### src/rtl/fp16_align_unit_pkg.sv
// Shared widths, FSM encoding and FP16 field layout for the FP16 adder alignment stage.
package fp16_align_unit_pkg;
  localparam int EXP_W  = 5;
  localparam int FRAC_W = 10;
  localparam int FP_W   = 1 + EXP_W + FRAC_W;
  localparam int MANT_W = FRAC_W + 4;
  localparam int CNT_W  = $clog2(MANT_W);

  localparam logic [EXP_W-1:0] EXP_MAX = '1;
  localparam logic [EXP_W-1:0] D_LIMIT = EXP_W'(MANT_W);

  typedef enum logic [1:0] {IDLE, COMPARE, SHIFT, DONE} state_e;

  typedef struct packed {
    logic              sign;
    logic [EXP_W-1:0]  exp;
    logic [FRAC_W-1:0] frac;
  } fp16_t;
endpackage

### src/rtl/fp16_align_unit_if.sv
// Operand request / aligned-result handshake bundle for the alignment stage.
interface fp16_align_unit_if;
  import fp16_align_unit_pkg::*;

  logic              in_valid;
  logic              in_ready;
  logic [FP_W-1:0]   op_a;
  logic [FP_W-1:0]   op_b;
  logic              sub_op;
  logic              out_valid;
  logic              out_ready;
  logic [EXP_W-1:0]  exp_out;
  logic [MANT_W-1:0] mant_big;
  logic [MANT_W-1:0] mant_small;
  logic              sign_big;
  logic              eff_sub;
  logic              is_nan;
  logic              is_inf;

  modport master (
    output in_valid, op_a, op_b, sub_op, out_ready,
    input  in_ready, out_valid, exp_out, mant_big, mant_small,
           sign_big, eff_sub, is_nan, is_inf
  );

  modport slave (
    input  in_valid, op_a, op_b, sub_op, out_ready,
    output in_ready, out_valid, exp_out, mant_big, mant_small,
           sign_big, eff_sub, is_nan, is_inf
  );
endinterface

### src/rtl/fp16_align_unit_unpack.sv
// Combinational FP16 field decode: effective exponent, hidden-bit mantissa, class flags.
module fp16_unpack
  import fp16_align_unit_pkg::*;
(
  input  fp16_t             i_op,
  output logic              o_sign,
  output logic [EXP_W-1:0]  o_eexp,
  output logic [FRAC_W:0]   o_mant,
  output logic              o_is_nan,
  output logic              o_is_inf
);
  logic w_exp_zero;
  logic w_exp_max;

  assign w_exp_zero = (i_op.exp == '0);
  assign w_exp_max  = (i_op.exp == EXP_MAX);

  // Subnormals share the exponent of the smallest normal, without the hidden bit.
  assign o_sign   = i_op.sign;
  assign o_eexp   = w_exp_zero ? EXP_W'(1) : i_op.exp;
  assign o_mant   = {~w_exp_zero, i_op.frac};
  assign o_is_nan = w_exp_max && (i_op.frac != '0);
  assign o_is_inf = w_exp_max && (i_op.frac == '0);
endmodule

### src/rtl/fp16_align_unit.sv
// FP16 adder alignment stage: orders operands by magnitude and serially right-shifts
// the smaller mantissa (one bit per cycle, sticky in bit 0) to the common exponent.
module fp16_align_unit
  import fp16_align_unit_pkg::*;
(
  input  logic               clk,
  input  logic               reset,
  fp16_align_unit_if.slave   if_bus
);
  state_e            r_state, w_state_nxt;
  fp16_t             r_op_a, r_op_b;
  logic              r_sub;
  logic [CNT_W-1:0]  r_cnt, w_cnt_nxt;
  logic [EXP_W-1:0]  r_exp, w_exp_nxt;
  logic [MANT_W-1:0] r_mant_big, w_mant_big_nxt;
  logic [MANT_W-1:0] r_mant_small, w_mant_small_nxt;
  logic              r_sign_big, w_sign_big_nxt;
  logic              r_eff_sub, w_eff_sub_nxt;
  logic              r_nan, w_nan_nxt;
  logic              r_inf, w_inf_nxt;

  logic              w_sa, w_sb, w_nan_a, w_nan_b, w_inf_a, w_inf_b;
  logic [EXP_W-1:0]  w_ea, w_eb, w_e_big, w_e_small, w_d;
  logic [FRAC_W:0]   w_ma, w_mb;
  logic [MANT_W-1:0] w_m_big, w_m_small;
  logic              w_a_big, w_sb_eff, w_eff_sub, w_sign_big, w_special, w_nan_res;

  fp16_unpack u_unpack_a (
    .i_op     (r_op_a),
    .o_sign   (w_sa),
    .o_eexp   (w_ea),
    .o_mant   (w_ma),
    .o_is_nan (w_nan_a),
    .o_is_inf (w_inf_a)
  );

  fp16_unpack u_unpack_b (
    .i_op     (r_op_b),
    .o_sign   (w_sb),
    .o_eexp   (w_eb),
    .o_mant   (w_mb),
    .o_is_nan (w_nan_b),
    .o_is_inf (w_inf_b)
  );

  // Equal effective exponents compare the full mantissa so a normal with exp=1
  // still beats a subnormal; a complete tie keeps A as the big operand.
  assign w_a_big    = (w_ea > w_eb) || ((w_ea == w_eb) && (w_ma >= w_mb));
  assign w_e_big    = w_a_big ? w_ea : w_eb;
  assign w_e_small  = w_a_big ? w_eb : w_ea;
  assign w_d        = w_e_big - w_e_small;
  assign w_m_big    = {(w_a_big ? w_ma : w_mb), 3'b000};
  assign w_m_small  = {(w_a_big ? w_mb : w_ma), 3'b000};
  assign w_sb_eff   = w_sb ^ r_sub;
  assign w_eff_sub  = w_sa ^ w_sb ^ r_sub;
  assign w_sign_big = w_a_big ? w_sa : w_sb_eff;
  assign w_special  = (r_op_a.exp == EXP_MAX) || (r_op_b.exp == EXP_MAX);
  assign w_nan_res  = w_nan_a || w_nan_b || (w_inf_a && w_inf_b && w_eff_sub);

  always_ff @(posedge clk) begin
    if (reset) r_state <= IDLE;
    else       r_state <= w_state_nxt;
  end

  always_comb begin
    w_state_nxt      = r_state;
    w_cnt_nxt        = r_cnt;
    w_exp_nxt        = r_exp;
    w_mant_big_nxt   = r_mant_big;
    w_mant_small_nxt = r_mant_small;
    w_sign_big_nxt   = r_sign_big;
    w_eff_sub_nxt    = r_eff_sub;
    w_nan_nxt        = r_nan;
    w_inf_nxt        = r_inf;
    case (r_state)
      IDLE: begin
        if (if_bus.in_valid) w_state_nxt = COMPARE;
      end
      COMPARE: begin
        w_exp_nxt        = w_e_big;
        w_mant_big_nxt   = w_m_big;
        w_mant_small_nxt = w_m_small;
        w_sign_big_nxt   = w_sign_big;
        w_eff_sub_nxt    = w_eff_sub;
        w_nan_nxt        = 1'b0;
        w_inf_nxt        = 1'b0;
        w_cnt_nxt        = w_d[CNT_W-1:0];
        if (w_special) begin
          w_nan_nxt   = w_nan_res;
          w_inf_nxt   = !w_nan_res;
          if (!w_nan_res) w_sign_big_nxt = w_inf_a ? w_sa : w_sb_eff;
          w_state_nxt = DONE;
        end else if (w_d == '0) begin
          w_state_nxt = DONE;
        end else if (w_d >= D_LIMIT) begin
          // Everything shifts out: only the sticky survives.
          w_mant_small_nxt = {{(MANT_W-1){1'b0}}, |w_m_small};
          w_state_nxt      = DONE;
        end else begin
          w_state_nxt = SHIFT;
        end
      end
      SHIFT: begin
        w_mant_small_nxt = {1'b0, r_mant_small[MANT_W-1:2], r_mant_small[1] | r_mant_small[0]};
        w_cnt_nxt        = r_cnt - 1'b1;
        if (r_cnt == CNT_W'(1)) w_state_nxt = DONE;
      end
      DONE: begin
        if (if_bus.out_ready) w_state_nxt = IDLE;
      end
      default: w_state_nxt = IDLE;
    endcase
  end

  always_ff @(posedge clk) begin
    if (reset) begin
      r_op_a       <= '0;
      r_op_b       <= '0;
      r_sub        <= 1'b0;
      r_cnt        <= '0;
      r_exp        <= '0;
      r_mant_big   <= '0;
      r_mant_small <= '0;
      r_sign_big   <= 1'b0;
      r_eff_sub    <= 1'b0;
      r_nan        <= 1'b0;
      r_inf        <= 1'b0;
    end else begin
      if (r_state == IDLE && if_bus.in_valid) begin
        r_op_a <= fp16_t'(if_bus.op_a);
        r_op_b <= fp16_t'(if_bus.op_b);
        r_sub  <= if_bus.sub_op;
      end
      r_cnt        <= w_cnt_nxt;
      r_exp        <= w_exp_nxt;
      r_mant_big   <= w_mant_big_nxt;
      r_mant_small <= w_mant_small_nxt;
      r_sign_big   <= w_sign_big_nxt;
      r_eff_sub    <= w_eff_sub_nxt;
      r_nan        <= w_nan_nxt;
      r_inf        <= w_inf_nxt;
    end
  end

  assign if_bus.in_ready   = (r_state == IDLE) && !reset;
  assign if_bus.out_valid  = (r_state == DONE);
  assign if_bus.exp_out    = r_exp;
  assign if_bus.mant_big   = r_mant_big;
  assign if_bus.mant_small = r_mant_small;
  assign if_bus.sign_big   = r_sign_big;
  assign if_bus.eff_sub    = r_eff_sub;
  assign if_bus.is_nan     = r_nan;
  assign if_bus.is_inf     = r_inf;
endmodule
### src/flat_wrapper.sv
// flat-port wrapper written by rule: the top's interface ports become plain ports
module fp16_align_unit_flat import fp16_align_unit_pkg::*;
  (clk, reset, if_bus_in_valid, if_bus_op_a, if_bus_op_b, if_bus_sub_op, if_bus_out_ready, if_bus_in_ready, if_bus_out_valid, if_bus_exp_out, if_bus_mant_big, if_bus_mant_small, if_bus_sign_big, if_bus_eff_sub, if_bus_is_nan, if_bus_is_inf);
  fp16_align_unit_if if_bus_i ();
  input  logic clk;
  input  logic reset;
  input wire logic [$bits(if_bus_i.in_valid)-1:0] if_bus_in_valid;
  input wire logic [$bits(if_bus_i.op_a)-1:0] if_bus_op_a;
  input wire logic [$bits(if_bus_i.op_b)-1:0] if_bus_op_b;
  input wire logic [$bits(if_bus_i.sub_op)-1:0] if_bus_sub_op;
  input wire logic [$bits(if_bus_i.out_ready)-1:0] if_bus_out_ready;
  output wire logic [$bits(if_bus_i.in_ready)-1:0] if_bus_in_ready;
  output wire logic [$bits(if_bus_i.out_valid)-1:0] if_bus_out_valid;
  output wire logic [$bits(if_bus_i.exp_out)-1:0] if_bus_exp_out;
  output wire logic [$bits(if_bus_i.mant_big)-1:0] if_bus_mant_big;
  output wire logic [$bits(if_bus_i.mant_small)-1:0] if_bus_mant_small;
  output wire logic [$bits(if_bus_i.sign_big)-1:0] if_bus_sign_big;
  output wire logic [$bits(if_bus_i.eff_sub)-1:0] if_bus_eff_sub;
  output wire logic [$bits(if_bus_i.is_nan)-1:0] if_bus_is_nan;
  output wire logic [$bits(if_bus_i.is_inf)-1:0] if_bus_is_inf;
  assign if_bus_i.in_valid = if_bus_in_valid;
  assign if_bus_i.op_a = if_bus_op_a;
  assign if_bus_i.op_b = if_bus_op_b;
  assign if_bus_i.sub_op = if_bus_sub_op;
  assign if_bus_i.out_ready = if_bus_out_ready;
  assign if_bus_in_ready = if_bus_i.in_ready;
  assign if_bus_out_valid = if_bus_i.out_valid;
  assign if_bus_exp_out = if_bus_i.exp_out;
  assign if_bus_mant_big = if_bus_i.mant_big;
  assign if_bus_mant_small = if_bus_i.mant_small;
  assign if_bus_sign_big = if_bus_i.sign_big;
  assign if_bus_eff_sub = if_bus_i.eff_sub;
  assign if_bus_is_nan = if_bus_i.is_nan;
  assign if_bus_is_inf = if_bus_i.is_inf;
  fp16_align_unit u_core (.clk(clk), .reset(reset), .if_bus(if_bus_i));
endmodule
### config.mk
export PLATFORM = sky130hd
export DESIGN_NAME = fp16_align_unit_flat
export DESIGN_NICKNAME = d
export VERILOG_FILES = /design/src/rtl/fp16_align_unit_pkg.sv /design/src/rtl/fp16_align_unit_if.sv /design/src/rtl/fp16_align_unit_unpack.sv /design/src/rtl/fp16_align_unit.sv /design/src/flat_wrapper.sv
export SDC_FILE = /design/constraint.sdc
export NUM_CORES = 1
export LEC_CHECK = 0
export ABC_CLOCK_PERIOD_IN_PS = 8200
export BUFFER_PORTS_ARGS = -buffer_cell sky130_fd_sc_hd__buf_2
export CAP_MARGIN = 5
export CELL_PAD_IN_SITES_DETAIL_PLACEMENT = 0
export CELL_PAD_IN_SITES_GLOBAL_PLACEMENT = 2
export CORE_MARGIN = 1.5
export CORE_UTILIZATION = 35
export CTS_BUF_LIST = sky130_fd_sc_hd__clkbuf_16
export CTS_CLUSTER_SIZE = 28
export DETAILED_ROUTE_END_ITERATION = 10
export PLACE_DENSITY_LB_ADDON = 0.1
export SLEW_MARGIN = 0
export SYNTH_ARGS = -nofsm -noshare
export SYNTH_HDL_FRONTEND = slang
export SYNTH_HIERARCHICAL = 1
export SYNTH_SLANG_ARGS = --single-unit
### constraint.sdc
create_clock -name clk -period 8.2 [get_ports clk]
set_clock_uncertainty 0.05 [all_clocks]
set_input_delay 1.23 -clock clk [delete_from_list [all_inputs] [get_ports clk]]
set_output_delay 1.23 -clock clk [all_outputs]
set_load 0.02 [all_outputs]
### Word-level counts from Yosys, hierarchy flattened

Index checks and enable logic that the tools add are counted.

* $add $sub $neg: 2
* multipliers: 0
* divide/modulo/power cells: 0
* $lt $le $gt $ge: 3
* eq/ne operators: 10
* shifts and indexed selects: 0
* multiplexer cells: 24
* bitwise gates (word level): 6
* reductions and logical operators: 26

Operators with widths (number)
* $mux W14: 3
* $pmux W14 S2: 1
* $mux W11: 2
* $logic_not A10 Y1: 2
* $mux W5: 4
* $reduce_bool A10 Y1: 2
* $logic_not A5 Y1: 3
* $ge A11 B11 Y1: 1
* $reduce_or A11 Y1: 1
* $eq A5 B5 Y1 const B: 2
* $mux W2: 5
* $logic_and A1 B1 Y1: 9
* $pmux W2 S4: 1
* $pmux W4 S2: 1
* $mux W1: 7
* $eq A5 B5 Y1: 1
* $ge A5 B4 Y1 const B: 1
* $gt A5 B5 Y1: 1
* $sub A5 B5 Y5: 1
* $eq A2 B2 Y1 const B: 2
* $eq A4 B1 Y1 const B: 1
* $logic_or A1 B1 Y1: 4
* $ne A2 B2 Y1 const B: 2
* $sub A4 B1 Y4 const B: 1
* 9 further kinds: 13

* bits in registers: 73
* bits in latches: 0
* bits in writable memories: 0
* bits in read-only memories: 0
* input bits: 37
* output and inout port bits: 39
* logic and storage cells: 87
* memories: 0

### Depth between registers and ports, before layout

Gate-level depths: netlist of run 1.

* depth in word-level cells: 12
* gate-level depth with buffers: 22
* mapped depth without buffers: 18

### Cells and area by module

The synthesis of run 1 kept the hierarchy.

Modules (own cells, without submodules)
* fp16_align_unit: times used 1, cells an instance 526, area an instance 4021.4 sq um, seq. area each 1461.4 sq um
* fp16_unpack: times used 2, cells an instance 27, area an instance 178.9 sq um, seq. area each 0.0 sq um

### Worst setup path before layout of run 1

OpenSTA, ideal clock, no wires.

* path type: register to register
* from: register u_core/r_op_a[10] (netlist name)
* to: register u_core.r_state[0]
* setup time: 125 ps
* arrival time: 4007 ps
* required time: 8025 ps
* setup slack: 4018 ps
* cell stages (with the launch flop): 18
* path buffers: 2
* period minus slack after synthesis: 4182 ps
* path through: dfxtp_1 -> nor3_1 -> nand2_1 -> ha_1 -> nand4_1 -> or4_1 -> a21oi_1 -> or2_1 -> buf_2 -> clkbuf_1 -> mux2_2 -> ha_1 -> or3_1 -> o211ai_1 -> nor2_1 -> mux2i_1 -> nand2_1 -> o41a_1

* word-level cells in the longest chain between the ends: 12
* elaborated cells on any way between the ends: 19
* classes of those cells: add/sub: 1; order compare: 3; eq/ne: 2; mux: 7; bitwise: 1; reduce/logical: 5

RTL lines
* start, declared: RTL line fp16_align_unit.sv:11 `fp16_t r_op_a, r_op_b;`
* start signal, assigned: RTL line fp16_align_unit.sv:130 `r_op_a <= fp16_t'(if_bus.op_a);`
* $logic_not A5 Y1 *: RTL line fp16_align_unit_unpack.sv:15 `assign w_exp_zero = (i_op.exp == '0);`
* $not A1 Y1 *: RTL line fp16_align_unit_unpack.sv:21 `assign o_mant = {~w_exp_zero, i_op.frac};`
* net u_core.w_ma[10]: RTL line fp16_align_unit.sv:24 `logic [FRAC_W:0] w_ma, w_mb;`
* $ge A11 B11 Y1 *: RTL line fp16_align_unit.sv:48 `assign w_a_big = (w_ea > w_eb) || ((w_ea == w_eb) && (w_ma >= w_mb));`
* $logic_and A1 B1 Y1 *: RTL line fp16_align_unit.sv:48
* $logic_or A1 B1 Y1 *: RTL line fp16_align_unit.sv:48
* $mux W5, on equally long branches: RTL line fp16_align_unit.sv:49, fp16_align_unit.sv:50
* $sub A5 B5 Y5 *: RTL line fp16_align_unit.sv:51 `assign w_d = w_e_big - w_e_small;`
* $ge A5 B4 Y1: RTL line fp16_align_unit.sv:95 `end else if (w_d >= D_LIMIT) begin`
* $mux W1: RTL line fp16_align_unit.sv:95
* $mux W2 *: RTL line fp16_align_unit.sv:93 `end else if (w_d == '0) begin`
* $mux W2 *: RTL line fp16_align_unit.sv:88 `if (w_special) begin`
* $pmux W2 S4 *: RTL line fp16_align_unit.sv:75 `case (r_state)`
* end signal, assigned: RTL line fp16_align_unit.sv:62 `else r_state <= w_state_nxt;`
* end, declared: RTL line fp16_align_unit.sv:10 `state_e r_state, w_state_nxt;`

Mark *: on every way through the listed nets, which the timed path passes. The rest lies on a longest branch.
A chain may end at the register's enable or synchronous reset.

### Worst setup path after layout of run 1

* from: register u_core/r_op_b[12] (netlist name)
* to: register u_core.r_mant_small[13], in the netlist u_core/if_bus.mant_small[13]

* word-level cells in the longest chain between the ends: 12
* elaborated cells on any way between the ends: 20
* classes of those cells: add/sub: 1; order compare: 3; eq/ne: 2; mux: 8; bitwise: 1; reduce/logical: 5

RTL lines
* start, declared: RTL line fp16_align_unit.sv:11
* start signal, assigned: RTL line fp16_align_unit.sv:131 `r_op_b <= fp16_t'(if_bus.op_b);`
* $logic_not A5 Y1 *: RTL line fp16_align_unit_unpack.sv:15
* $not A1 Y1 *: RTL line fp16_align_unit_unpack.sv:21
* net u_core.w_mb[10]: RTL line fp16_align_unit.sv:24
* $ge A11 B11 Y1: RTL line fp16_align_unit.sv:48
* $logic_and A1 B1 Y1: RTL line fp16_align_unit.sv:48
* $logic_or A1 B1 Y1: RTL line fp16_align_unit.sv:48
* $mux W5, on equally long branches: RTL line fp16_align_unit.sv:49, fp16_align_unit.sv:50
* $sub A5 B5 Y5: RTL line fp16_align_unit.sv:51
* $ge A5 B4 Y1: RTL line fp16_align_unit.sv:95
* $mux W14: RTL line fp16_align_unit.sv:95
* $mux W14: RTL line fp16_align_unit.sv:93
* $mux W14 *: RTL line fp16_align_unit.sv:88
* $pmux W14 S2 *: RTL line fp16_align_unit.sv:75
* end signal, assigned: RTL line fp16_align_unit.sv:137 `r_mant_small <= w_mant_small_nxt;`
* end, declared: RTL line fp16_align_unit.sv:16 `logic [MANT_W-1:0] r_mant_small, w_mant_small_nxt;`

Marked as above.

==> results of run 1 <==
[cell usage after synthesis (2+ instances only)]
| cell type | count | share of area |
|---|---|---|
| nor2b_1 | 6 | 0.0086 |
| inv_1 | 24 | 0.021 |
| nor4_1 | 5 | 0.0071 |
| ha_1 | 24 | 0.069 |
| a31oi_1 | 2 | 0.0029 |
| o21ai_1 | 11 | 0.013 |
| clkbuf_1 | 33 | 0.028 |
| or2_1 | 2 | 0.0029 |
| o22ai_1 | 2 | 0.0029 |
| a32oi_1 | 2 | 0.0040 |
| mux2i_1 | 18 | 0.041 |
| a211o_1 | 10 | 0.020 |
| nor2b_4 | 2 | 0.0063 |
| o21ai_0 | 6 | 0.0069 |
| buf_1 | 7 | 0.0060 |
| nand4_1 | 3 | 0.0043 |
| or4_1 | 11 | 0.019 |
| a21o_1 | 2 | 0.0034 |
| o221ai_1 | 2 | 0.0040 |
| xor2_1 | 2 | 0.0040 |
| a22oi_1 | 2 | 0.0034 |
| dfxtp_1 | 73 | 0.33 |
| nor3_1 | 8 | 0.0091 |
| and3_1 | 4 | 0.0057 |
| nand3_1 | 12 | 0.014 |
| a21oi_1 | 52 | 0.059 |
| nor4_2 | 4 | 0.011 |
| a211oi_1 | 3 | 0.0051 |
| nand2_1 | 119 | 0.10 |
| nor2_1 | 53 | 0.045 |
| buf_4 | 27 | 0.046 |
| xnor2_1 | 2 | 0.0040 |
| nand2b_1 | 9 | 0.013 |
| a311oi_1 | 13 | 0.026 |
[state kept, by name (all words and copies together), names as in the netlist]
name / count
u_core/r_op_a: 16
u_core/r_op_b: 16
u_core/if_bus.mant_small: 14
u_core/if_bus.mant_big: 11
u_core/if_bus.exp_out: 5
u_core/r_cnt: 4
u_core/r_state: 2
u_core/if_bus.eff_sub: 1
u_core/if_bus.is_inf: 1
u_core/if_bus.is_nan: 1
u_core/if_bus.sign_big: 1
u_core/r_sub: 1
[critical path, stage by stage, from the launching register on]
cell	delay, ns
dfxtp_1	0.52
nor2_1	0.07
nand2_1	0.13
inv_1	0.07
ha_1	0.30
nand4_1	0.11
or4_1	0.45
a21oi_1	0.31
or2_1	0.73
mux2_2	0.43
ha_1	0.21
o221ai_1	0.23
o211ai_1	0.21
nor3_1	0.20
mux2i_1	0.13
a21oi_2	0.54
o32ai_1	0.19
[through the flow]
| step | power, uW | hold WS [ns] | setup slack [ns] |
|---|---|---|---|
| 3_3_place_gp | 1720 | 0.408 | 3.38 |
| 5_1_grt | 2300 | 0.439 | 2.73 |
| 2_1_floorplan | 1470 | 0.387 | 4.02 |
| 3_5_place_dp | 1720 | 0.413 | 3.25 |
| 6_report | 2100 | 0.418 | 3.18 |
| 4_1_cts | 2110 | 0.421 | 3.22 |
[area by class of cell]
class / instances / area share
clock buffer: 9 / 0.0457
tap: 168 / 0.0426
clock inverter: 7 / 0.0107
inverter: 25 / 0.0190
sequential: 73 / 0.296
timing repair buffer: 77 / 0.0842
multi-input combinational: 416 / 0.502
[worst max-delay path by stage]
| stage | start | to | slack, ns | depth (start not counted) |
|---|---|---|---|---|
| 4_1_cts | u_core/r_op_b[12] | u_core/if_bus.mant_small[13] | 3.22 | 16 |
| 5_1_grt | u_core/r_op_a[11] | u_core/if_bus.mant_small[13] | 2.73 | 17 |
| 3_5_place_dp | u_core/r_op_b[12] | u_core/if_bus.mant_small[13] | 3.25 | 16 |
| 3_3_place_gp | u_core/r_op_a[11] | u_core/if_bus.mant_small[13] | 3.38 | 15 |
| 2_1_floorplan | u_core/r_op_a[10] | u_core/r_state[0] | 4.02 | 17 |
| 6_report | u_core/r_op_b[12] | u_core/if_bus.mant_small[13] | 3.18 | 16 |
[routing by layer]
layer  vias up  wire [um]
li1       2022          -
met1      1849       6280
met2        91       4980
met3        16        459
met4         0        193
met5         -          0
[power by group]
group / internal, uW / total [uW] / switching [uW]
clock: 229 / 377 / 148
combinational: 433 / 1180 / 749
sequential: 446 / 540 / 94.2
total: 1110 / 2100 / 992
[kinds of logic (layout without fill, tap and decap cells)]
| group | Yosys count | count (layout) | synth area share |
|---|---|---|---|
| multiplexers | 20 | 20 | 0.0471 |
| adder cells (fa/ha/maj) | 24 | 24 | 0.0686 |
| XOR/XNOR | 4 | 4 | 0.00800 |
| flip-flops | 73 | 73 | 0.334 |
| other | 1 | 3 | 0.000856 |
| AO/OA/AOI/OAI | 120 | 120 | 0.179 |
| AND/OR/NAND/NOR | 245 | 245 | 0.260 |
| buffers and inverters | 93 | 118 | 0.103 |
==> run_results.csv, run 1 <==
group,metric,value,unit
finish,layout_commonest_cell,"nand2_1",
yosys,synth_edf_count,0,
detailed_routing,drt_iter0_drc,197,
finish,layout_common_cells,"nand2_1 (119), dfxtp_1 (73), buf_2 (72)",
detailed_routing,drc,0,
placement,place_inst,758,
detailed_routing,first_pass_iters,4,
timing,grt_setup_unrepaired,"false",
floorplan,start_util,0.362,
yosys,yosysSeqAreaShare,0.334,
clock_tree,cts.hold.buffers_added,0,
finish,drive_gt1_frac,0.166,
critical_path,cp_max_fo,25,
detailed_routing,via_per_inst,5.13,
clock_tree,clk_latency,0.34,ns
clock_tree,clockBufferDepth,2,
power,power-per-cell-area,426,mW/mm^2
detailed_routing,wl_per_cell,15.4,um
floorplan,die_y,115,um
critical_path,worstPathArrival,5.16,ns
run_status,status,"finished, final reports clean",
timing,relSlewSlack,0.207,
flow_run,cap_viol_max_count,0,
yosys,synth-seq-cells,73,
worst_hold_path,hp-class,"flop to flop",
grt,busiest_layer,"met1",
floorplan,pin_count,76,
placement,dp_hpwl,8540,um
clock_tree,cts_inserted_buffers,9,
grt,gr-usage-met1,0.278,
yosys,synthArstFlopShare,0,
worst_hold_path,hold-path-endpoint,"u_core/r_sub",
grt,use_met3,0.0432,
floorplan,dieWidth,115,um
yosys,synth-warning-count,6,
worst_hold_path,hp-start,"u_core/r_sub",
critical_path,crit_path_start_kind,"flop",
power,ir_drop,167,uV
finish,final_cell_count_no_fill,775,
critical_path,required,8.33,ns
grt,groute.usage.overall,0.191,
placement,place_area,0.00463,mm^2
critical_path,r2r_start,"u_core/r_op_b[12]",
yosys,netlist_area,0.00438,mm^2
floorplan,core,0.0121,mm^2
detailed_routing,vias,3978,
grt,grt_pass1_vias,3692,
finish,final_util,0.407,
grt,gr-total-overflow,0,
yosys,avgSynthCellArea,7.55,um^2
critical_path,reg2reg_to,"u_core/if_bus.mant_small[13]",
finish,syn2layout_area_growth,12.6,%
timing,setup-tns-final,0,ns
clock_tree,post-cts-setup-buffers,0,
finish,nNetsFinal,663,
worst_hold_path,min_path_cells,2,
yosys,ys_types,59,
power,p_leak,0.00202,uW
critical_path,cp-end-kind,"flop",
finish,finalInstanceArea,0.00493,mm^2
clock_tree,cts_sinks,73,
floorplan,dieArea,0.0132,mm^2
clock_tree,cts-resized-gates,0,
clock_tree,root_buffer,"clkbuf_16",
floorplan,std_cell_rows,40,
finish,seq_area,0.00146,mm^2
detailed_routing,ant_nets,0,
grt,grt_start_max_net_pins,77,
grt,grt_pass1_wl,19500,um
finish,antenna_cells,0,
critical_path,worst-r2r-setup-slack,3.18,ns
critical_path,crit_type,"flop to flop",
finish,fillCellCount,1284,
detailed_routing,finalWirelength,11900,um
timing,worst_pin_slew,1.19,ns
grt,use_met2,0.277,
critical_path,worstRegToRegCells,16,
timing,fin_crit_sh,0.613,
placement,portBuffers,72,
timing,slew_violations,0,
placement,gp_congestion,0.846,
timing,period_minus_slack,5.02,ns
timing,max_freq,199,MHz
yosys,yosys_most_used_dff,"dfxtp_1",
clock_tree,h-tree-depth,3,
finish,multi_input_area,0.00247,mm^2
clock_tree,clk_pin_slew,0.06,ns
yosys,syn_inst,580,
timing,setup_viol,0,
grt,grt_antenna_before_repair,0,
timing,hold_violations,0,
clock_tree,tritoncts,"built",
Note: power is estimated with default switching activity, not from simulation.
==> inputs of run 2 (changes only) <==
Settings changed: ABC_AREA set to 1, ABC_CLOCK_PERIOD_IN_PS 8200 to 4610, CORE_UTILIZATION 35 to 28.
Clock period 8.2 ns to 4.61 ns, I/O delays scaled along.
==> run_results.csv, run 2 <==
group,metric,value,unit
detailed_routing,vias,4095,
yosys,synth_edf_count,0,
power,ir_drop,254,uV
detailed_routing,ant_nets,0,
floorplan,start_util,0.290,
yosys,synthTopCellsByArea,"dfxtp_1 (33%), nor2_1 (9.4%), o21ai_0 (9.1%)",
detailed_routing,drc,0,
timing,hold_violations,0,
flow_run,cap_viol_max_count,0,
yosys,avgSynthCellArea,6.80,um^2
floorplan,die_y,129,um
grt,grt_pass1_wl,20000,um
grt,grt_start_max_net_pins,35,
placement,dp_hpwl,9760,um
yosys,syn_inst,656,
yosys,netlist_area,0.00446,mm^2
finish,nNetsFinal,746,
yosys,yosys_most_used_dff,"dfxtp_1",
worst_hold_path,hp-class,"flop to flop",
finish,drive_gt1_frac,0.200,
run_status,status,"finished, final reports clean",
yosys,synth_top_area_cell,"dfxtp_1",
grt,use_met3,0.0211,
clock_tree,post-cts-setup-buffers,0,
timing,fin_crit_sh,0.769,
timing,grt_setup_unrepaired,"false",
placement,gp_congestion,0.876,
timing,setup_viol,0,
yosys,synthTopCellsByCount,"nor2_1 (112), nand2_1 (91), o21ai_0 (81)",
placement,portBuffers,72,
critical_path,crit_path_start_kind,"flop",
finish,syn2layout_area_growth,13.4,%
timing,setup-tns-final,0,ns
power,power-per-cell-area,895,mW/mm^2
clock_tree,tritoncts,"built",
yosys,yosysSeqAreaShare,0.328,
critical_path,cp_max_fo,34,
detailed_routing,finalWirelength,12700,um
clock_tree,cts_inserted_buffers,9,
timing,slew_violations,0,
detailed_routing,via_per_inst,4.54,
grt,groute.usage.overall,0.157,
clock_tree,root_buffer,"clkbuf_16",
clock_tree,clk_latency,0.34,ns
floorplan,dieArea,0.0167,mm^2
critical_path,worstPathArrival,3.73,ns
finish,fillCellCount,1708,
finish,layout_common_cells,"nor2_1 (112), nand2_1 (91), o21ai_0 (81)",
timing,relSlewSlack,0.327,
grt,grt_antenna_before_repair,0,
floorplan,std_cell_rows,45,
detailed_routing,first_pass_iters,5,
yosys,synth-warning-count,6,
yosys,ys_types,37,
grt,gr-total-overflow,0,
detailed_routing,drt_iter0_drc,152,
finish,final_util,0.329,
critical_path,cp-end-kind,"flop",
power,finalPower,4530,uW
clock_tree,h-tree-depth,3,
grt,busiest_layer,"met2",
timing,worst_pin_slew,1.01,ns
clock_tree,cts-resized-gates,0,
detailed_routing,wl_per_cell,14.1,um
finish,layout_commonest_cell,"nor2_1",
finish,antenna_cells,0,
yosys,synth_most_common_cell,"nor2_1",
power,p_leak,0.00235,uW
grt,gr-usage-met1,0.228,
yosys,synthArstFlopShare,0,
critical_path,crit_type,"flop to flop",
timing,max_freq,282,MHz
floorplan,pin_count,76,
critical_path,required,4.79,ns
timing,fin_worst_hold_slack,0.410,ns
floorplan,core,0.0154,mm^2
timing,period_minus_slack,3.55,ns
clock_tree,cts.hold.buffers_added,0,
clock_tree,clk_pin_slew,0.06,ns
clock_tree,cts_sinks,73,
grt,use_met2,0.234,
clock_tree,clockBufferDepth,2,
floorplan,dieWidth,129,um
yosys,synth_top_area_frac,0.328,
yosys,synth-seq-cells,73,
grt,grt_pass1_vias,3673,
run 2: final cells by class:
type | count | area, um^2 | share of cell area
timing repair buffer | 77 | 398 | 0.0786
clock inverter | 7 | 37.5 | 0.00742
inverter | 67 | 251 | 0.0497
clock buffer | 9 | 225 | 0.0445
tap | 211 | 264 | 0.0522
sequential | 73 | 1460 | 0.289
multi-input combinational | 457 | 2420 | 0.479
run 2: worst paths after layout:
path                              from                          end  slack [ns]  depth (start not counted)
min reg2reg  u_core/if_bus.mant_big[4]    u_core/if_bus.mant_big[4]        0.41                          2
max                  u_core/r_op_a[13]  u_core/if_bus.mant_small[3]        1.06                         23
max reg2reg          u_core/r_op_a[13]  u_core/if_bus.mant_small[3]        1.06                         23
min          u_core/if_bus.mant_big[4]    u_core/if_bus.mant_big[4]        0.41                          2
run 2: per-layer routing:
metal / up-vias / routed length (um)
li1: 2171 / -
met5: - / 0
met3: 11 / 462
met2: 86 / 5310
met1: 1827 / 6720
met4: 0 / 188
run 2: kinds of logic after synthesis:
logic type / count (synthesis) / synth area share
adders and majority gates: 24 / 0.0673
other: 1 / 0.000840
DFF: 73 / 0.328
and+or+nand+nor: 267 / 0.270
xor gates and xnor gates: 3 / 0.00589
muxes: 1 / 0.00252
AOI/OAI and AO/OA: 159 / 0.195
buffers and inverters: 128 / 0.131
run 2: stage by stage:
step / area [um^2] / setup WS (ns) / std cells
floorplan: 4470 / 1.77 / 658
global placement: 4800 / 1.12 / 885
detailed placement: 4800 / 1.03 / 885
CTS: 5060 / 1.02 / 901
global route: 5060 / 0.612 / 901
finish: 5060 / 1.06 / 901
run 2: power by group:
| part | leakage (uW) | internal, uW | switching (uW) |
|---|---|---|---|
| clock | 0.000126 | 357 | 276 |
| sequential | 0.000601 | 846 | 190 |
| combinational | 0.00163 | 910 | 1950 |
run 2: worst max-delay path, cell delays in order (launching register included):
cell and delay [ns]:
dfxtp_1 0.38, nor3_1 0.20, nand2_1 0.14, nand2_1 0.14, inv_1 0.06, ha_1 0.33
nand3_1 0.13, nor2_4 0.15, inv_2 0.06, nand4_4 0.11, nand2_4 0.22, nand2_2 0.14
nand3_2 0.09, ha_1 0.19, inv_1 0.08, nand2_2 0.06, nand2_1 0.07, nand2_1 0.07
nor2_1 0.11, nand2_2 0.07, nand2_2 0.08, nand3_2 0.27, nand2_1 0.18, a21oi_1 0.08
